**src/rtl/mod3_serial_scheduler.sv**
```systemverilog
// Two-requester round-robin scheduler feeding a bit-serial divisible-by-3 checker.
// Optional MOD3_RESIDUE_OUT_EN adds the res_rem final-residue port.
module mod3_serial_scheduler #(
  parameter int WIDTH = 8
) (
  input  logic             clk,
  input  logic             reset,
  input  logic             req0_valid,
  input  logic [WIDTH-1:0] req0_data,
  output logic             req0_ready,
  input  logic             req1_valid,
  input  logic [WIDTH-1:0] req1_data,
  output logic             req1_ready,
  output logic             res_valid,
  input  logic             res_ready,
  output logic             res_div3,
  output logic             res_id,
`ifdef MOD3_RESIDUE_OUT_EN
  output logic [1:0]       res_rem,
`endif
  output logic             busy
);

  localparam int CW = $clog2(WIDTH + 1);

  typedef enum logic [1:0] {
    IDLE,
    SHIFT,
    DONE
  } state_t;

  state_t           state;
  logic [WIDTH-1:0] sreg;
  logic [1:0]       residue;
  logic [CW-1:0]    cnt;
  logic             last;
  logic             gnt;
  logic             accept;
  logic [1:0]       res_next;

  function automatic logic [1:0] mod3_step(
    input logic [1:0] r,
    input logic       b
  );
    logic [1:0] n;
    n = 2'd0;
    unique case ({r, b})
      3'b000:  n = 2'd0;
      3'b001:  n = 2'd1;
      3'b010:  n = 2'd2;
      3'b011:  n = 2'd0;
      3'b100:  n = 2'd1;
      3'b101:  n = 2'd2;
      default: n = 2'd0;
    endcase
    return n;
  endfunction

  // last holds the most recently served id; on contention the other wins
  always_comb begin
    gnt = 1'b0;
    if (req0_valid && req1_valid)
      gnt = ~last;
    else
      gnt = req1_valid;
  end

  assign accept     = !reset && (state == IDLE)
                    && (req0_valid || req1_valid);
  assign req0_ready = accept && !gnt;
  assign req1_ready = accept && gnt;
  assign res_next   = mod3_step(residue, sreg[WIDTH-1]);

  always_ff @(posedge clk) begin
    if (reset) begin
      state     <= IDLE;
      sreg      <= '0;
      residue   <= 2'd0;
      cnt       <= '0;
      last      <= 1'b1;
      res_valid <= 1'b0;
      res_div3  <= 1'b0;
      res_id    <= 1'b0;
      busy      <= 1'b0;
`ifdef MOD3_RESIDUE_OUT_EN
      res_rem   <= 2'd0;
`endif
    end else begin
      unique case (state)
        IDLE: begin
          if (accept) begin
            sreg    <= gnt ? req1_data : req0_data;
            res_id  <= gnt;
            residue <= 2'd0;
            cnt     <= CW'(WIDTH);
            busy    <= 1'b1;
            state   <= SHIFT;
          end
        end
        SHIFT: begin
          residue <= res_next;
          sreg    <= sreg << 1;
          cnt     <= cnt - CW'(1);
          if (cnt == CW'(1)) begin
            res_valid <= 1'b1;
            res_div3  <= (res_next == 2'd0);
`ifdef MOD3_RESIDUE_OUT_EN
            res_rem   <= res_next;
`endif
            state     <= DONE;
          end
        end
        DONE: begin
          if (res_ready) begin
            last      <= res_id;
            res_valid <= 1'b0;
            busy      <= 1'b0;
            state     <= IDLE;
          end
        end
        default: state <= IDLE;
      endcase
    end
  end

endmodule

```
**config.mk**
```make
export PLATFORM = sky130hd
export DESIGN_NAME = mod3_serial_scheduler
export DESIGN_NICKNAME = d
export VERILOG_FILES = /design/src/rtl/mod3_serial_scheduler.sv
export SDC_FILE = /design/constraint.sdc
export NUM_CORES = 1
export LEC_CHECK = 0
export ABC_AREA = 0
export CORE_MARGIN = 3
export CORE_UTILIZATION = 40
export DETAILED_ROUTE_END_ITERATION = 8
export DONT_BUFFER_PORTS = 1
export HOLD_SLACK_MARGIN = 0.06
export PLACE_DENSITY_LB_ADDON = 0.15
export SLEW_MARGIN = 20
export SYNTH_ARGS = -nofsm -noshare
export SYNTH_HDL_FRONTEND = slang
export SYNTH_SLANG_ARGS = --single-unit
```
**constraint.sdc**
```tcl
create_clock -name clk -period 5.4 [get_ports clk]
set_input_delay 1.62 -clock clk [delete_from_list [all_inputs] [get_ports clk]]
set_output_delay 1.62 -clock clk [all_outputs]
set_load 0.005 [all_outputs]
```
* After elaboration in Yosys (flattened, before gate mapping)
Index checks and enable logic that the tools add are counted.
Operators by class: mux-type cells 18, reduce and logical (&&, ||, !) cells 22, eq/ne operators 10, add/subtract/negate cells 1, bitwise operators 1
Operators by type and width (number):
- 2-to-1 mux 8 bit | 2
- case mux 8 bit (2 select lines) | 1
- AND reduction 3 bit | 3
- 2-to-1 mux 2 bit | 4
- case mux 2 bit (2 select lines) | 2
- case mux 4 bit (2 select lines) | 1
- AND reduction 2 bit | 4
- == test 3 bit (second input constant) | 2
- inequality test 2 bit (second input constant) | 3
- case mux 2 bit (3 select lines) | 1
- nonzero test 2 bit | 3
- logical AND 1 bit | 5
- == test 4 x 1 -> 1 bit (second input constant) | 1
- zero test 2 bit | 2
- 2-to-1 mux 1 bit | 4
- 2-to-1 mux 4 bit | 1
- case mux 1 bit (2 select lines) | 2
- OR reduction 2 bit | 2
- subtractor 4 x 1 -> 4 bit (second input constant) | 1
- == test 3 x 1 -> 1 bit (second input constant) | 1
- == test 3 x 2 -> 1 bit (second input constant) | 1
- == test 2 x 1 -> 1 bit (second input constant) | 1
- == test 2 bit (second input constant) | 1
- zero test 1 bit | 2
- other kinds (2) | 2
Word-level totals: word-level logic and storage cells 61, input bits 21, output and inout bits 6, bits in registers 21

* Depth between registers and ports, before layout
Gate-level depths: netlist of the first run.
depth after elaboration 5, gate-level depth with buffers 6

* Least setup slack after synthesis of the first run
No wires, ideal clock.
path type input port to output port, from in reset, to out req0_ready, slack 1348 ps, path buffers 2, data required time 3780 ps, cell stages on the path 4, arrival time 2432 ps, cell sequence clkbuf_1 or3_4 buf_6 nor2_1
On the way: cells in the longest elaborated chain, start to end 4
RTL lines:
- start, declared | RTL line 7 | input logic reset,
- zero test 1 bit | RTL line 68 | assign accept = !reset && (state == IDLE)
- logical AND 1 bit | RTL line 68
- logical AND 1 bit | RTL line 69 | && (req0_valid || req1_valid);
- logical AND 1 bit | RTL line 70 | assign req0_ready = accept && !gnt;
- end, declared | RTL line 10 | output logic req0_ready,
Every way passes these cells.

* Worst setup path in the final report of the first run
from in req1_valid, to out req0_ready
On the way: cells in the longest elaborated chain, start to end 4, elaborated cells between the ends (all ways) 6, classes of those cells mux: 1; reduce/logical: 5
RTL lines:
- start, declared | RTL line 11 | input logic req1_valid,
- logical AND 1 bit | RTL line 62 | if (req0_valid && req1_valid)
- 2-to-1 mux 1 bit | RTL line 62
- zero test 1 bit | RTL line 70
- logical AND 1 bit (*) | RTL line 70
Mark *: on every way between the ends. The rest lies on a longest branch, timed or not.

==> impl_metrics.env, run 1 <==
export IMPL_status="finished, final reports clean"
export IMPL_cts_tree="yes"
export IMPL_tightest_slew_ns=0.648
export IMPL_crit_arrival_ns=2.33
export IMPL_fin_nets=141
export IMPL_fmax_mhz=253
export IMPL_fp_row_count=18
export IMPL_initial_core_util_pct=43.9
export IMPL_postCtsSetupRepairBufs=0
export IMPL_hold_class="flop to flop"
export IMPL_clkLatencyLatePin_ns=0.30
export IMPL_synth_top_cell_area_share_pct=37.3
export IMPL_synth_area_top_cells="dfxtp_1 37%, mux2i_1 8.0%, o211ai_2 6.7%, o2111ai_1 5.4%, nand3_1 4.0%"
export IMPL_crit_fanout=12
export IMPL_cts_resized=0
export IMPL_rsz0062_at_grt="no"
export IMPL_synth_edff_count=0
export IMPL_crit_path_max_incr_delay_ns=0.47
export IMPL_num_antenna_cells=0
export IMPL_end_kind="primary output"
export IMPL_dieWidth_um=59.1
export IMPL_die_y_um=59.1
export IMPL_io_buffer_count=0
export IMPL_finish_utilization_pct=44.6
export IMPL_cp_start_kind="input pin"
export IMPL_fin_worst_skew_ns=0.00378
export IMPL_gp_congestion=0.699
export IMPL_post_place_ws_ns=1.45
export IMPL_grt_pass1_wl_um=3910
export IMPL_numCtsBuffers=3
export IMPL_wirelength_um=2420
export IMPL_drtPass1Iterations=4
export IMPL_drive_gt1_share_pct=12.0
export IMPL_antenna_found_initial=0
export IMPL_fillCellCount=274
export IMPL_crit_chain="nor2_2, or3_4, nor2_1"
export IMPL_synth_cell_types=38
export IMPL_synth_flop_cell="dfxtp_1"
export IMPL_worst_hold_slack_ns=0.477
export IMPL_wl_per_cell_um=16.5
export IMPL_place_hpwl_um=1730
export IMPL_viasPerCell=6.06
export IMPL_track_usage_pct=14.5
export IMPL_slew_violations=0
export IMPL_power_density_nw_per_um2=342
export IMPL_setup_tns_ns=0
export IMPL_syn_inst=122
export IMPL_synth_warnings=0
export IMPL_setup_ws_ns=1.45
export IMPL_critical_path_class="input pin to primary output"
export IMPL_finalSetupViolations=0
export IMPL_htree_num_levels=1
export IMPL_ys_async_sr_fraction_pct=0
export IMPL_hold_buffers=0
export IMPL_ys_seq_elements=21
export IMPL_grt_overflow=0
export IMPL_root_buffer="clkbuf_4"
export IMPL_period_minus_slack_ns=3.95
export IMPL_yosysTopAreaCell="dfxtp_1"
export IMPL_clock_sinks=21
export IMPL_synth_area_sq_um=1130
export IMPL_synth_avg_cell_area_sq_um=9.23
export IMPL_route_detailed_drc=0
export IMPL_coreArea_sq_um=2570
export IMPL_cts_clk_slew_worst_paths_ns=0.12
export IMPL_required_ns=3.78
export IMPL_drt_initial_drc_count=28
export IMPL_ir_drop_v=0.000179
export IMPL_grt_pass1_vias=846
export IMPL_die_area_sq_um=3490
export IMPL_cap_viol_max_count=0
export IMPL_post_route_period_util_pct=73.1
export IMPL_regToRegSetupSlack_ns=3.74
export IMPL_power_leakage_nw=0.410
export IMPL_ys_seq_area_share_pct=37.3
export IMPL_finalHoldViolCount=0
export IMPL_syn2layout_area_growth_pct=1.78
export IMPL_vias=891
export IMPL_cts_max_path_buffers=2
export IMPL_mostFrequentLayoutCells="21 x dfxtp_1, 9 x nand3_1, 9 x mux2i_1"
export IMPL_relSlewSlack_pct=56.6
export IMPL_grt_max_degree=20
export IMPL_critPathSlowestCell="or3_4"
export IMPL_top_level_ports=27
export IMPL_synth_nets=145
export IMPL_mostFrequentLayoutCell="dfxtp_1"
export IMPL_ant_nets=0
[worst max-delay path, delay by kind of cell]
family	cells	cell delay, ns
simple gates	3	0.70
[logic make-up (layout without fill, tap and decap cells)]
| kind of cell | Yosys count | count (layout) | share of synthesized area [%] |
|---|---|---|---|
| AOI/OAI and AO/OA | 40 | 40 | 27.7 |
| muxes | 9 | 9 | 8.00 |
| xor gates and xnor gates | 2 | 2 | 1.56 |
| and+or+nand+nor | 32 | 32 | 16.4 |
| DFF | 21 | 21 | 37.3 |
| adders and majority gates | 2 | 2 | 2.22 |
| buffers and inverters | 16 | 11 | 6.78 |
[metal layers]
| layer | global-route usage, % | wire length [um] | vias to the layer above |
|---|---|---|---|
| met5 | 0 | 0 | - |
| met4 | 2.91 | 15 | 0 |
| met3 | 6.32 | 184 | 2 |
| met2 | 22.1 | 1100 | 29 |
| met1 | 19.2 | 1120 | 405 |
| li1 | - | - | 455 |
[final timing paths]
path | from | end | cells after the start
max reg2reg | state[1] | residue[0] | 3
min reg2reg | res_valid | res_valid | 2
min | res_valid | res_valid | 2
max | req1_valid | req0_ready | 3
[cell usage after synthesis, types with 2 or more instances]
| master | number |
|---|---|
| a21oi_1 | 7 |
| a31oi_1 | 2 |
| buf_2 | 7 |
| clkbuf_1 | 2 |
| dfxtp_1 | 21 |
| ha_1 | 2 |
| inv_1 | 5 |
| mux2i_1 | 9 |
| nand2_1 | 3 |
| nand2b_1 | 3 |
| nand3_1 | 9 |
| nand3b_1 | 2 |
| nor2_1 | 3 |
| nor2b_1 | 2 |
| nor3_1 | 2 |
| nor3b_1 | 2 |
| o2111ai_1 | 7 |
| o211ai_1 | 2 |
| o211ai_2 | 6 |
| o21ai_0 | 5 |
| o31ai_1 | 3 |
| xnor2_1 | 2 |
[state kept, by name, summed over array words and instances (netlist names)]
name       cells
res_id         1
cnt            4
sreg           8
state          2
res_valid      1
busy           1
residue        2
res_div3       1
last           1
[final cells by class]
class	count	area, sq um	share of cell area [%]
Clock buffer	4	26.3	2.29
Tap cell	30	37.5	3.28
Inverter	6	22.5	1.97
Multi-Input combinational cell	85	632	55.1
Timing Repair Buffer	1	7.51	0.655
Sequential cell	21	420	36.7
[power by group]
group / internal, mW / switching (mW)
clock network: 0.0288 / 0.0475
logic: 0.0468 / 0.0656
registers: 0.181 / 0.0219
[metrics by stage]
step / instances / power [mW] / cell area (sq um)
after detailed placement: 143 / 0.318 / 1120
after global placement: 143 / 0.316 / 1120
after CTS: 147 / 0.394 / 1140
after global routing: 147 / 0.419 / 1150
final: 147 / 0.392 / 1150
after floorplan: 122 / 0.302 / 1130
(Power assumes the default switching activity.)
==> inputs of run 2 (changes only) <==
==> constraint.sdc (replaced) <==
create_clock -name clk -period 3.53 [get_ports clk]
set_input_delay 1.059 -clock clk [delete_from_list [all_inputs] [get_ports clk]]
set_output_delay 1.059 -clock clk [all_outputs]
set_load 0.005 [all_outputs]
==> impl_metrics.env, run 2 (synthesis results as in run 1) <==
export IMPL_status="finished, final reports clean"
export IMPL_mostFrequentLayoutCell="dfxtp_1"
export IMPL_regToRegSetupSlack_ns=1.85
export IMPL_place_hpwl_um=1690
export IMPL_ir_drop_v=0.000281
export IMPL_finalHoldViolCount=0
export IMPL_htree_num_levels=1
export IMPL_route_detailed_drc=0
export IMPL_crit_arrival_ns=1.83
export IMPL_final_cells=147
export IMPL_relSlewSlack_pct=57.7
export IMPL_rsz0062_at_grt="no"
export IMPL_power_leakage_nw=0.413
export IMPL_post_dp_cell_area_sq_um=1120
export IMPL_post_place_ws_ns=0.667
export IMPL_num_antenna_cells=0
export IMPL_fmax_mhz=346
export IMPL_antenna_found_initial=0
export IMPL_viasPerCell=6.06
export IMPL_finalSetupViolations=0
export IMPL_grt_pass1_wl_um=3970
export IMPL_numCtsBuffers=3
export IMPL_drive_gt1_share_pct=12.8
export IMPL_critical_path_class="flop to primary output"
export IMPL_die_area_sq_um=3490
export IMPL_largest_register="sreg"
export IMPL_fin_area_sq_um=1150
export IMPL_largest_reg_flops=8
export IMPL_hold_class="flop to flop"
export IMPL_top_level_ports=27
export IMPL_track_usage_pct=14.9
export IMPL_root_buffer="clkbuf_4"
export IMPL_end_kind="primary output"
export IMPL_syn2layout_area_growth_pct=1.89
export IMPL_die_y_um=59.1
export IMPL_ant_nets=0
export IMPL_p_sw_share_pct=35.0
export IMPL_dpl_cell_count=143
export IMPL_p_sw_mw=0.210
export IMPL_coreArea_sq_um=2570
export IMPL_crit_family="simple AND/OR/NAND/NOR gates"
export IMPL_required_ns=2.47
export IMPL_cts_clk_slew_worst_paths_ns=0.13
export IMPL_wl_per_cell_um=16.2
export IMPL_setup_tns_ns=0
export IMPL_fin_worst_skew_ns=0.0127
export IMPL_setup_ws_ns=0.643
export IMPL_power_frac_seq_pct=51.7
export IMPL_worstHoldStart="res_valid"
export IMPL_p_clk_share_pct=20.1
export IMPL_crit_chain="or2_1, or3_4, nor2_1"
export IMPL_critPathSlowestCell="or3_4"
export IMPL_grt_pass1_vias=832
export IMPL_grt_overflow=0
export IMPL_grt_max_degree=20
export IMPL_hold_depth=2
export IMPL_mostFrequentLayoutCells="21 x dfxtp_1, 9 x nand3_1, 9 x mux2i_1"
export IMPL_intPower_mw=0.391
export IMPL_slew_violations=0
export IMPL_hold_end="res_valid"
export IMPL_cp_num_cells=3
export IMPL_drtPass1Iterations=4
export IMPL_gp_congestion=0.685
export IMPL_p_comb_share_pct=28.1
export IMPL_r2r_end="residue[0]"
export IMPL_period_minus_slack_ns=2.89
export IMPL_worst_r2r_cell_count=3
export IMPL_crit_fanout=12
export IMPL_fin_nets=141
export IMPL_cap_viol_max_count=0
export IMPL_wirelength_um=2380
export IMPL_drt_initial_drc_count=18
export IMPL_top_regs="sreg (8), cnt (4)"
export IMPL_clock_sinks=21
export IMPL_cts_max_path_buffers=2
export IMPL_cp_start_kind="flop"
export IMPL_dieWidth_um=59.1
export IMPL_post_route_period_util_pct=81.8
export IMPL_clkLatencyLatePin_ns=0.32
export IMPL_worst_path_buf_inv=0
export IMPL_power_density_nw_per_um2=524
export IMPL_vias=891
export IMPL_fp_row_count=18
export IMPL_postCtsSetupRepairBufs=0
export IMPL_cts_resized=0
export IMPL_tightest_slew_ns=0.632
export IMPL_crit_path_max_incr_delay_ns=0.47
export IMPL_io_buffer_count=0
export IMPL_initial_core_util_pct=43.9
export IMPL_hold_buffers=0
export IMPL_cts_tree="yes"
export IMPL_r2r_start="state[1]"
export IMPL_fin_total_pwr_mw=0.601
[run 2: metrics by stage]
stage               utilization [%]  hold WS (ns)
finish                         44.7         0.475
global placement               43.5         0.467
detailed placement             43.5         0.465
global route                   44.7         0.511
CTS                            44.6         0.483
floorplan                         -         0.445
[run 2: layout make-up]
cell class,count,area (sq um)
Clock buffer,3,22.5
Clock inverter,1,5.00
Fill cell,273,1420
Inverter,6,22.5
Multi-Input combinational cell,85,632
Sequential cell,21,420
Tap cell,30,37.5
Timing Repair Buffer,1,7.51
[run 2: power groups by stage]
stage	logic [mW]	registers, mW	clock network (mW)
detailed placement	0.169	0.316	0
finish	0.169	0.311	0.121
global placement	0.167	0.316	0
CTS	0.170	0.311	0.127
global route	0.190	0.318	0.135
floorplan	0.157	0.305	0
[run 2: worst max path at each step]
stage / from / endpoint / slack [ns]
final: state[1] / req0_ready / 0.64
after floorplan: reset / req0_ready / 0.60
after CTS: state[1] / req0_ready / 0.64
after global routing: state[1] / req0_ready / 0.53
after detailed placement: req1_valid / req0_ready / 0.67
after global placement: req1_valid / req0_ready / 0.69
[run 2: metal layers]
| metal | vias to the layer above | GRT usage (%) | share of wire (%) | wire length, um |
|---|---|---|---|---|
| met2 | 18 | 22.4 | 46 | 1090 |
| met1 | 424 | 19.9 | 47 | 1110 |
| li1 | 445 | - | - | - |
| met4 | 0 | 3.88 | 1.1 | 26 |
| met5 | - | 0 | 0 | 0 |
| met3 | 4 | 5.66 | 6.2 | 147 |
[run 2: worst register-to-register path: cells and delay by family, from the launching register on]
family          cells  cell delay (ns)
flops               1             0.43
compound gates      1             0.26
simple gates        2             0.87
==> edit 1 (config.mk and constraints of run 2) <==
Set the parameter `WIDTH` to 16 (it was 8).
--- a/src/rtl/mod3_serial_scheduler.sv
+++ b/src/rtl/mod3_serial_scheduler.sv
@@ -2,5 +2,5 @@
 // Optional MOD3_RESIDUE_OUT_EN adds the res_rem final-residue port.
 module mod3_serial_scheduler #(
-  parameter int WIDTH = 8
+  parameter int WIDTH = 16
 ) (
   input  logic             clk,
Ports: changed (resized req0_data and req1_data); port bits go from 27 to 43. The function was not compared with the original's and may differ.
==> edit 1 against run 2 <==
Synthesized area rose by 29%; sequential cell count rose by 9; total power rose by 24%; largest cell class unchanged; final area rose by 34%; combinational power fell by 24%; worst setup slack improved by 0.098 ns; routed wire length rose by 47%; hold slack got worse by 0.014 ns.
==> edit 1: results (changes against run 2) <==
====================================================================
Status ................................................ complete, no violations
Flip-flop and latch share of the layout cell area .....        39.2%   +2.5 points
FMAX ..................................................    0.359 GHz   +3.5%
Share of post-route cells with drive strength above 1 .        7.98%   -4.8 points
Clock Sink Count ......................................           30   +43%
Hold Crit Endpoint .................................... sreg[10]$_SDFFE_PP0P_
Peak per-stage delay on the critical path .............      0.35 ns   -0.12 ns
Reg2reg start ......................................... state[0]$_SDFFE_PP0P_
Final non-filler cell area ............................     1530 um2   +34%
Number of cells after detailed placement ..............          201   +41%
Capture point of the critical path ....................   req1_ready
Fraction of standard cell area in multi-input logic ...        50.7%   -4.4 points
Via count of the first global-routing pass ............         1157   +39%
Worst EP arrival ......................................      1.73 ns   -0.10 ns
Worst clock skew on the final layout ..................   0.00914 ns   -0.00357 ns
Sum of net half-perimeters after detailed placement ...      2460 um   +45%
GRT met3 Usage ........................................        5.61%   -0.052 points
Clock buf count .......................................            7   +4
Worst Hold Launch ..................................... sreg[10]$_SDFFE_PP0P_
Number of non-clock buffers in the layout .............            2   +1
Wire length of the first global-routing pass ..........      5450 um   +37%
Leakage ...............................................     0.595 nW   +44%
Post-synthesis average cell area ......................     8.83 um2   -4.4%
Dpl ws ................................................     0.738 ns   +0.0716 ns
Clock-pin slew on the worst setup and hold paths ......      0.10 ns   -0.03 ns
Number of cells on the worst reg-to-reg path ..........            4   +1
Tot GR Track Use ......................................        16.6%   +1.7 points
Synthesis-to-finish area growth .......................        5.24%
Largest registers ranked by flip-flop count ........... sreg: 16 flops, cnt: 5 flops
Number of combinational gates with multiple inputs ....          117   +38%
Met1 Wirelength .......................................      1620 um   +45%
Hold Slack ............................................     0.461 ns   -0.0140 ns
Routed length on met3 .................................       266 um   +81%
Number of distinct library cells after synthesis ......           41   +7.9%
Vias per Instance .....................................         5.76   -5.0%
Final Wtd Congestion ..................................        0.732   +6.9%
Drt initial violations ................................           73   +55
Clock-cell share of area ..............................        3.92%   +1.5 points
Crit-path max FO ......................................            8   -4
====================================================================
==> edit 1: changes by cell type after synthesis, sizes merged, moves of 4 or more <==
cell / change
nand3: -7
o211ai: -7
o21ai: +4
a22oi: +14
dfxtp: +9
a21oi: +5
a2111oi: +5
o2111ai: -7
nor3: +4
nor2: +16
==> edit 1: kinds of logic (layout without fill, tap and decap cells) <==
family | Yosys count | in the layout | synth area share, %
and+or+nand+nor | 48 | 48 | 16.8
muxes | 8 | 8 | 5.50
AOI/OAI and AO/OA | 55 | 55 | 27.0
buffers and inverters | 18 | 16 | 5.41
DFF | 30 | 30 | 41.2
xor gates and xnor gates | 4 | 4 | 2.41
adders and majority gates | 2 | 2 | 1.72
==> edit 1: report_power, final <==
part / switching, mW / internal, mW / total, mW
registers: 0.0281 / 0.371 / 0.399
logic: 0.0717 / 0.0576 / 0.129
clock network: 0.119 / 0.0965 / 0.215
total: 0.219 / 0.525 / 0.744
==> edit 2 (config.mk and constraints of run 2) <==
Without the edit above. The 3 states of `state_t` get a one-hot encoding in 3 bits.
--- a/src/rtl/mod3_serial_scheduler.sv
+++ b/src/rtl/mod3_serial_scheduler.sv
@@ -24,8 +24,8 @@
   localparam int CW = $clog2(WIDTH + 1);
 
-  typedef enum logic [1:0] {
-    IDLE,
-    SHIFT,
-    DONE
+  typedef enum logic [2:0] {
+    IDLE  = 3'b001,
+    SHIFT = 3'b010,
+    DONE  = 3'b100
   } state_t;
 
Function: no difference found for any inputs over 10 cycles, from zero or initial values and one cycle with reset high; not proved beyond that.
==> edit 2 against run 2 <==
Core utilization is 1.7 points higher; worst setup slack better by 0.037 ns; hold slack better by 0.018 ns; routed wire length increased by 8.5%; synthesized cell count is 4.9% higher; total power fell by 8.6%; fmax increased by 1.3%; cell count is 4.8% higher; sequential cell count increased by 1; synthesized area up 3.2%; final area rose by 5.6%; largest cell class unchanged.
==> edit 2: results (changes against run 2) <==
=================================================================================================================
Number of distinct library cells after synthesis ...................................................           37   -2.6%
Sequential logic power .............................................................................     0.299 mW   -4%
Final net count ....................................................................................          148   +5.0%
Hold Slack .........................................................................................     0.494 ns   +0.0182 ns
Via count of the first global-routing pass .........................................................          925   +11%
Met1 Wirelength ....................................................................................      1140 um   +2.2%
Fill count .........................................................................................          248   -9.2%
DR WL met2 .........................................................................................      1220 um   +12%
Synthesis-to-finish area growth ....................................................................        4.20%
Largest registers ranked by flip-flop count ........................................................ sreg: 8 flops, cnt: 4 flops, state: 3 flops
Register bit count reported by yosys ...............................................................           22   +4.8%
Fraction of standard cell area in multi-input logic ................................................        54.8%   -0.32 points
Critical-path cell with the highest stage delay .................................................... sky130_fd_sc_hd__o21ba_2
Number of non-clock buffers in the layout ..........................................................            2   +1
Met2 track demand over resource in global routing ..................................................        25.3%   +2.9 points
Avg WL per Cell ....................................................................................      16.7 um   +3.6%
Switching pwr ......................................................................................     0.165 mW   -21%
Status ............................................................................................. complete, no violations
Arithmetic-cell share of the synthesized area counting full adders, half adders and majority gates .        2.15%   -0.069 points
Timing startpoint of the critical path .............................................................        reset
Final Wtd Congestion ...............................................................................        0.697   +1.8%
Clock latency of the later-clocked register in the worst-skew pair .................................      0.30 ns   -0.02 ns
List of most frequent post-synthesis cells ......................................................... sky130_fd_sc_hd__dfxtp_1, sky130_fd_sc_hd__o211ai_1, sky130_fd_sc_hd__nand2_1
Dpl ws .............................................................................................     0.670 ns   +0.00331 ns
Crit-path max FO ...................................................................................           15   +3
Power consumed by the clock network ................................................................     0.139 mW   +15%
Capture instance of the worst register-to-register path ............................................ sreg[0]$_SDFFE_PP0P_
Reg2reg start ...................................................................................... state[0]$_SDFFE_PP1P_
Transition time of the tightest slew-check pin .....................................................      1.01 ns   +0.377 ns
Hold Crit Endpoint ................................................................................. busy$_SDFFE_PP0P_
XOR/XNOR share of the synthesized area .............................................................        1.51%   -0.049 points
IR Drop Worst-Case VDD .............................................................................   0.000241 V   -14%
Final wirelength ...................................................................................      2580 um   +8.5%
Final non-clock buffer share .......................................................................        1.24%   +0.59 points
Top area cells in the synthesized netlist .......................................................... sky130_fd_sc_hd__dfxtp_1, sky130_fd_sc_hd__o211ai_1, sky130_fd_sc_hd__mux2i_1
Clock buf count ....................................................................................            4   +1
Wire length of the first global-routing pass .......................................................      4290 um   +8.0%
Share of post-route cells with drive strength above 1 ..............................................        9.68%   -3.1 points
Layout inverter count without the clock tree .......................................................            5   -1
Post-synthesis average cell area ...................................................................     9.08 um2   -1.6%
Drt initial violations .............................................................................           31   +13
Switching share of total power .....................................................................        30.1%   -4.9 points
Worst Hold Launch .................................................................................. busy$_SDFFE_PP0P_
Synth Area in Compound Gates .......................................................................        28.3%   +0.64 points
FF+latch area ......................................................................................      440 um2   +4.8%
GRT met3 Usage .....................................................................................        4.10%   -1.6 points
Leakage ............................................................................................     0.410 nW   -0.57%
=================================================================================================================
==> edit 2: changes by cell type after synthesis, sizes merged, moves of 2 or more <==
cell	run 2	this run
o211ai	8	11
o21ai	6	4
nor2b	2	0
a221oi	0	2
clkbuf	2	8
nand3	9	7
o31ai	3	1
nand3b	2	0
a211oi	1	3
nor3	2	0
buf	8	2
nand2	3	9
or3b	0	3
nor4b	0	2
==> edit 2: cell families (layout without fill, tap and decap cells) <==
| group | after synthesis | count (layout) |
|---|---|---|
| xor+xnor | 2 | 2 |
| simple gates | 35 | 35 |
| flops | 22 | 22 |
| compound gates | 44 | 44 |
| buf+inv | 15 | 11 |
| mux | 8 | 8 |
| fa+ha+maj | 2 | 2 |
==> edit 2: worst max-delay path by stage <==
stage                      end  slack, ns  cells past startpoint
floorplan           req0_ready       0.71                      4
global placement    req1_ready       0.71                      3
detailed placement  req0_ready       0.67                      3
CTS                 req0_ready       0.67                      3
global route        req0_ready       0.56                      3
finish              req0_ready       0.68                      3
